<file path="config.mk">
export PLATFORM = sky130hd
export DESIGN_NAME = dense_parallel
export DESIGN_NICKNAME = d
export VERILOG_FILES = /design/src/rtl/dense_parallel.sv
export SDC_FILE = /design/constraint.sdc
export NUM_CORES = 2
export LEC_CHECK = 0
export BUFFER_PORTS_ARGS = -buffer_cell sky130_fd_sc_hd__buf_2
export CAP_MARGIN = 20
export CORE_MARGIN = 2
export CORE_UTILIZATION = 40
export DETAILED_ROUTE_END_ITERATION = 12
export HOLD_SLACK_MARGIN = 0.05
export SLEW_MARGIN = 0
export SYNTH_ARGS = -nofsm -noshare
export SYNTH_HDL_FRONTEND = slang
export SYNTH_SLANG_ARGS = --single-unit
</file>
<file path="constraint.sdc">
create_clock -name clk -period 9.25 [get_ports clk]
set_input_delay 0.925 -clock clk [delete_from_list [all_inputs] [get_ports clk]]
set_output_delay 0.925 -clock clk [all_outputs]
set_load 0.01 [all_outputs]
</file>
<file path="src/rtl/dense_parallel.sv">
// Fully-connected layer engine: LANES neurons per input fetch, signed Q-format MAC
// with output saturation. Define DENSE_PARALLEL_RELU_EN to clamp negative results to 0.
module dense_parallel #(
    parameter int IN_COUNT  = 16,
    parameter int OUT_COUNT = 10,
    parameter int LANES     = 2,
    parameter int DATA_SIZE = 16,
    parameter int FRAC_BITS = 8,
    localparam int GROUPS = (OUT_COUNT + LANES - 1) / LANES,
    localparam int WA_W   = (IN_COUNT * GROUPS > 1) ? $clog2(IN_COUNT * GROUPS) : 1,
    localparam int BA_W   = (GROUPS > 1) ? $clog2(GROUPS) : 1,
    localparam int IN_W   = (IN_COUNT > 1) ? $clog2(IN_COUNT) : 1,
    localparam int OA_W   = (OUT_COUNT > 1) ? $clog2(OUT_COUNT) : 1
) (
    input  logic                           clk,
    input  logic                           rst,
    output logic [WA_W-1:0]                weightAdr,
    input  logic [LANES*DATA_SIZE-1:0]     weightData,
    output logic [BA_W-1:0]                biasAdr,
    input  logic [LANES*DATA_SIZE-1:0]     biasData,
    input  logic                           axisif_start,
    output logic                           axisif_done,
    output logic [IN_W-1:0]                axisif_bufferIn_adr,
    input  logic [DATA_SIZE-1:0]           axisif_bufferIn_data,
    output logic [OA_W-1:0]                axisif_bufferOut_adr,
    output logic [DATA_SIZE-1:0]           axisif_bufferOut_data,
    output logic                           axisif_bufferOut_wr
);
    localparam int K_W   = (LANES > 1) ? $clog2(LANES) : 1;
    localparam int ACC_W = 2 * DATA_SIZE + IN_W + 1;
    localparam logic signed [ACC_W-1:0] SAT_MAX =
        {{(ACC_W - DATA_SIZE + 1){1'b0}}, {(DATA_SIZE - 1){1'b1}}};
    localparam logic signed [ACC_W-1:0] SAT_MIN =
        {{(ACC_W - DATA_SIZE + 1){1'b1}}, {(DATA_SIZE - 1){1'b0}}};

    typedef enum logic [2:0] {S_IDLE, S_BIAS, S_MAC, S_WRITE, S_DONE} state_t;

    state_t          state_q;
    logic [BA_W-1:0] g_q;
    logic [IN_W-1:0] i_q;
    logic [K_W-1:0]  k_q;

    logic [LANES-1:0][ACC_W-1:0] acc_all;
    logic signed [DATA_SIZE-1:0] x_s;
    logic [31:0]                 out_idx;
    logic                        last_lane, last_group, last_in;

    assign x_s        = $signed(axisif_bufferIn_data);
    assign out_idx    = 32'(g_q) * 32'(LANES) + 32'(k_q);
    // A lane is the last of its group either by position or because the next neuron does not exist.
    assign last_lane  = (32'(k_q) == 32'(LANES - 1)) || (out_idx + 32'd1 >= 32'(OUT_COUNT));
    assign last_group = (32'(g_q) == 32'(GROUPS - 1));
    assign last_in    = (32'(i_q) == 32'(IN_COUNT - 1));

    always_ff @(posedge clk) begin
        if (rst) begin
            state_q <= S_IDLE;
            g_q     <= '0;
            i_q     <= '0;
            k_q     <= '0;
        end else begin
            case (state_q)
                S_IDLE: begin
                    if (axisif_start) begin
                        g_q     <= '0;
                        state_q <= S_BIAS;
                    end
                end
                S_BIAS: begin
                    i_q     <= '0;
                    state_q <= S_MAC;
                end
                S_MAC: begin
                    if (last_in) begin
                        i_q     <= '0;
                        k_q     <= '0;
                        state_q <= S_WRITE;
                    end else begin
                        i_q <= i_q + 1'b1;
                    end
                end
                S_WRITE: begin
                    if (last_lane) begin
                        k_q <= '0;
                        if (last_group) begin
                            g_q     <= '0;
                            state_q <= S_DONE;
                        end else begin
                            g_q     <= g_q + 1'b1;
                            state_q <= S_BIAS;
                        end
                    end else begin
                        k_q <= k_q + 1'b1;
                    end
                end
                S_DONE:  state_q <= S_IDLE;
                default: state_q <= S_IDLE;
            endcase
        end
    end

    generate
        for (genvar gi = 0; gi < LANES; gi++) begin : g_lane
            logic signed [DATA_SIZE-1:0]   w_s;
            logic signed [DATA_SIZE-1:0]   b_s;
            logic signed [2*DATA_SIZE-1:0] prod;
            logic signed [ACC_W-1:0]       acc_q;
            logic signed [ACC_W-1:0]       acc_d;

            assign w_s  = $signed(weightData[gi*DATA_SIZE +: DATA_SIZE]);
            assign b_s  = $signed(biasData[gi*DATA_SIZE +: DATA_SIZE]);
            assign prod = x_s * w_s;

            always_comb begin
                acc_d = acc_q;
                if (state_q == S_BIAS) begin
                    acc_d = ACC_W'(b_s) <<< FRAC_BITS;
                end else if (state_q == S_MAC) begin
                    acc_d = acc_q + ACC_W'(prod);
                end
            end

            always_ff @(posedge clk) begin
                if (rst) begin
                    acc_q <= '0;
                end else begin
                    acc_q <= acc_d;
                end
            end

            assign acc_all[gi] = acc_q;
        end
    endgenerate

    logic signed [ACC_W-1:0] acc_sel;
    logic signed [ACC_W-1:0] shifted;
    logic [DATA_SIZE-1:0]    result;

    assign acc_sel = $signed(acc_all[k_q]);

    always_comb begin
        shifted = acc_sel >>> FRAC_BITS;
        if (shifted > SAT_MAX) begin
            result = SAT_MAX[DATA_SIZE-1:0];
        end else if (shifted < SAT_MIN) begin
            result = SAT_MIN[DATA_SIZE-1:0];
        end else begin
            result = shifted[DATA_SIZE-1:0];
        end
`ifdef DENSE_PARALLEL_RELU_EN
        if (result[DATA_SIZE-1]) begin
            result = '0;
        end
`endif
    end

    assign weightAdr             = WA_W'(32'(g_q) * 32'(IN_COUNT) + 32'(i_q));
    assign biasAdr               = g_q;
    assign axisif_bufferIn_adr   = i_q;
    assign axisif_bufferOut_wr   = (state_q == S_WRITE);
    assign axisif_bufferOut_adr  = axisif_bufferOut_wr ? OA_W'(out_idx) : '0;
    assign axisif_bufferOut_data = axisif_bufferOut_wr ? result : '0;
    assign axisif_done           = (state_q == S_DONE);

endmodule
</file>
==> metrics.txt <==
ys async rst share 0%; hold_sp g_lane[1].acc_q[0]; Yosys cell types between 70 and 80; RR Endpoint g_lane[0].acc_q[34]; Crit-path slowest cell fa_1; final std cells w/o fill ~4,000; die height 266 um; relative slew slack 28.4%; Die W roughly 270 um; clk root buf clkbuf_16; FP Rows 96; CTS Buffer Depth 2; commonest non-fill, non-tap cell in the layout inv_1; total clock sinks 85; Util after Layout between 40% and 50%; status finished, final reports clean; Main synth FF type dfxtp_1; RePlAce Congestion around 0.92; drt wl/cell 17.9 um; post-route ant nets 0; Max-Cap Viols 0; Top cell by count, worst path fa_1; largest fanout on the critical path 32; Ports roughly 120; Clk Latency, worst-skew pair around 380 ps; Setup TNS Final 0 ps; antenna violations before repair 4; r2r worst-path depth 19; commonest cells after routing, fill and taps aside 714 x inv_1, 636 x fa_1, 347 x nand2_1; worst stage delay on the critical path between 800 and 900 ps; Post-CTS Resized 0; die area 0.0708 mm2; syn_nets between 3,000 and 4,000; Core Region 0.0683 mm2; Pins Over Slew Limit 0; CP Class in2reg; vias between 20,000 and 25,000; H-tree Lvls 3; initial core utilization 40.2%; post-synthesis register bit count between 80 and 90; pin count of the biggest net entering global routing 54; Clock transition at path regs 80 ps; clk_skew 20.9 ps; CP Capture Type flip-flop; WHS Endpoint g_lane[1].acc_q[0]; pre-CTS setup slack ~1500 ps; Hold Crit Class reg2reg; cell area after synthesis between 0.02 and 0.03 mm2; drt pass-1 iters 5; vias in the first global route 21,600; first-pass GRT wire length 117,000 um; PortBufs 118; syn_area_per_cell ~9 um2; setup slack after layout approximately 1900 ps; Post-Route WL a little over 70,000 um; Worst R2R Setup Slack 3560 ps; Worst Tran Pin Value between 1000 and 1500 ps; Max Fclk approximately 140 MHz; setup violators final 0; area growth from synthesis to layout 5.56%; CP Launch Type input pin; Worst EP arrival between 7000 and 8000 ps; Inst Count DP between 3,000 and 4,000; CTS Buf Count 9; Ys Warns 0; DP HPWL slightly below 60,000 um; Iter 0 DRT Violations between 1,000 and 1,500; Crit Reg-Reg Startpoint g_lane[0].acc_q[15]; required time of the worst setup path about 9500 ps; sequential fraction of the synthesis area around 6.2%; Global Route Usage Sum 21.1%; share of post-route cells with drive strength above 1 5.73%; # Post-CTS Setup Buffers 0; Final #Nets around 4,000; GR Overflow Total 0; number of synthesized flops with an enable pin 0; via/cell ratio between 5 and 6; hold path cells 2; Final Hold Fails 0; setup repair after global routing missed its margin no; # hold bufs at CTS 0; remaining routing DRC violations 0; CTS tree done; Post-Syn Instances between 3,000 and 4,000; final worst-path cycle share ~80%; crit-path cells buf_2 -> nand2_1 -> inv_1 -> fa_1 -> fa_1 -> fa_1 -> fa_1 -> fa_1 -> inv_1 -> fa_1 -> inv_1 -> ha_1 -> a211o_1 -> a2111oi_0 -> o22ai_1 -> a31oi_1 -> o21ai_1 -> a221o_1 -> mux2i_1 -> o21ai_1; post-layout minimum cycle time roughly 7400 ps
## final cells by class
cell class                 count  area [um2]
tap                          882        1100
clock buffer                  10         239
fill                        6892       39300
timing repair buffer         129         673
inverter                     715        2680
sequential                    85        1700
multi-input combinational   2111       22600
clock inverter                 6        53.8
antenna                        1        2.50
## per-layer routing
metal	vias to the layer above	track usage, %	share of wire [%]
met5	-	0	0.058
met4	6	3.22	1.4
met3	63	5.16	6.9
li1	9278	-	-
met1	10500	28.2	43
met2	495	35.4	49
## flip-flops by register name, indices dropped and copies added (netlist names)
signal / count
g_lane.acc_q: 74
axisif_bufferIn_adr: 4
biasAdr: 3
state_q: 3
k_q: 1
## how the worst max path moves through the flow
stage                                  start                   to  depth (start not counted)
global placement    axisif_bufferIn_data[15]  g_lane[0].acc_q[33]                         20
CTS                 axisif_bufferIn_data[15]  g_lane[0].acc_q[33]                         20
finish              axisif_bufferIn_data[15]  g_lane[0].acc_q[33]                         20
detailed placement  axisif_bufferIn_data[15]  g_lane[0].acc_q[33]                         20
global route        axisif_bufferIn_data[15]  g_lane[1].acc_q[30]                         23
floorplan           axisif_bufferIn_data[15]  g_lane[1].acc_q[36]                         21
## worst max-delay path, delay by kind of cell
family | cells | cell delay, ps
AO/OA/AOI/OAI | 7 | 1850
adder cells (fa/ha/maj) | 7 | 3670
buffers and inverters | 4 | 760
multiplexers | 1 | 140
AND/OR/NAND/NOR | 1 | 270
## Yosys cell counts, types with 6 or more instances
library cell	n	area (um2)
buf_4	7	52.6
o21ai_0	49	245
and3_1	14	87.6
a22oi_1	29	218
or4_1	7	52.6
a31oi_1	16	100
nor3_1	15	75.1
nor2b_1	11	68.8
a211oi_1	13	97.6
or3_1	7	43.8
nor2_1	110	413
inv_1	714	2680
a221oi_1	19	166
nand4_1	11	68.8
a21oi_1	118	591
ha_1	223	2790
a21o_1	25	188
fa_1	636	12700
xnor2_1	36	315
and2_1	228	1430
xor2_1	17	149
dfxtp_1	85	1700
o21ai_1	10	50.1
nand2b_1	18	113
nand3_1	18	90.1
mux2i_1	6	60.1
buf_1	12	45.0
o22ai_1	10	62.6
mux2_2	15	169
clkbuf_1	121	454
nand2_1	347	1300
o21a_1	12	90.1
nor4_1	6	37.5
## metrics by stage
step,hold WS (ps),area (um2)
3_5_place_dp,455,28700
3_3_place_gp,450,28700
2_1_floorplan,436,27500
5_1_grt,484,29000
4_1_cts,466,29000
6_report,463,29000
## cell families (layout without fill, tap and decap cells)
kind of cell	Yosys count	count (layout)	share of synthesized area [%]
buffers and inverters	857	860	11.8
AND/OR/NAND/NOR	811	811	14.3
XOR/XNOR	53	53	1.69
AO/OA/AOI/OAI	366	366	8.69
multiplexers	22	22	0.874
other	0	1	0
adder cells (fa/ha/maj)	859	859	56.5
flip-flops	85	85	6.19
Power is left out: the tool's default activity adds up to more than one toggle a clock period on the data nets, which glitch-free logic cannot reach.
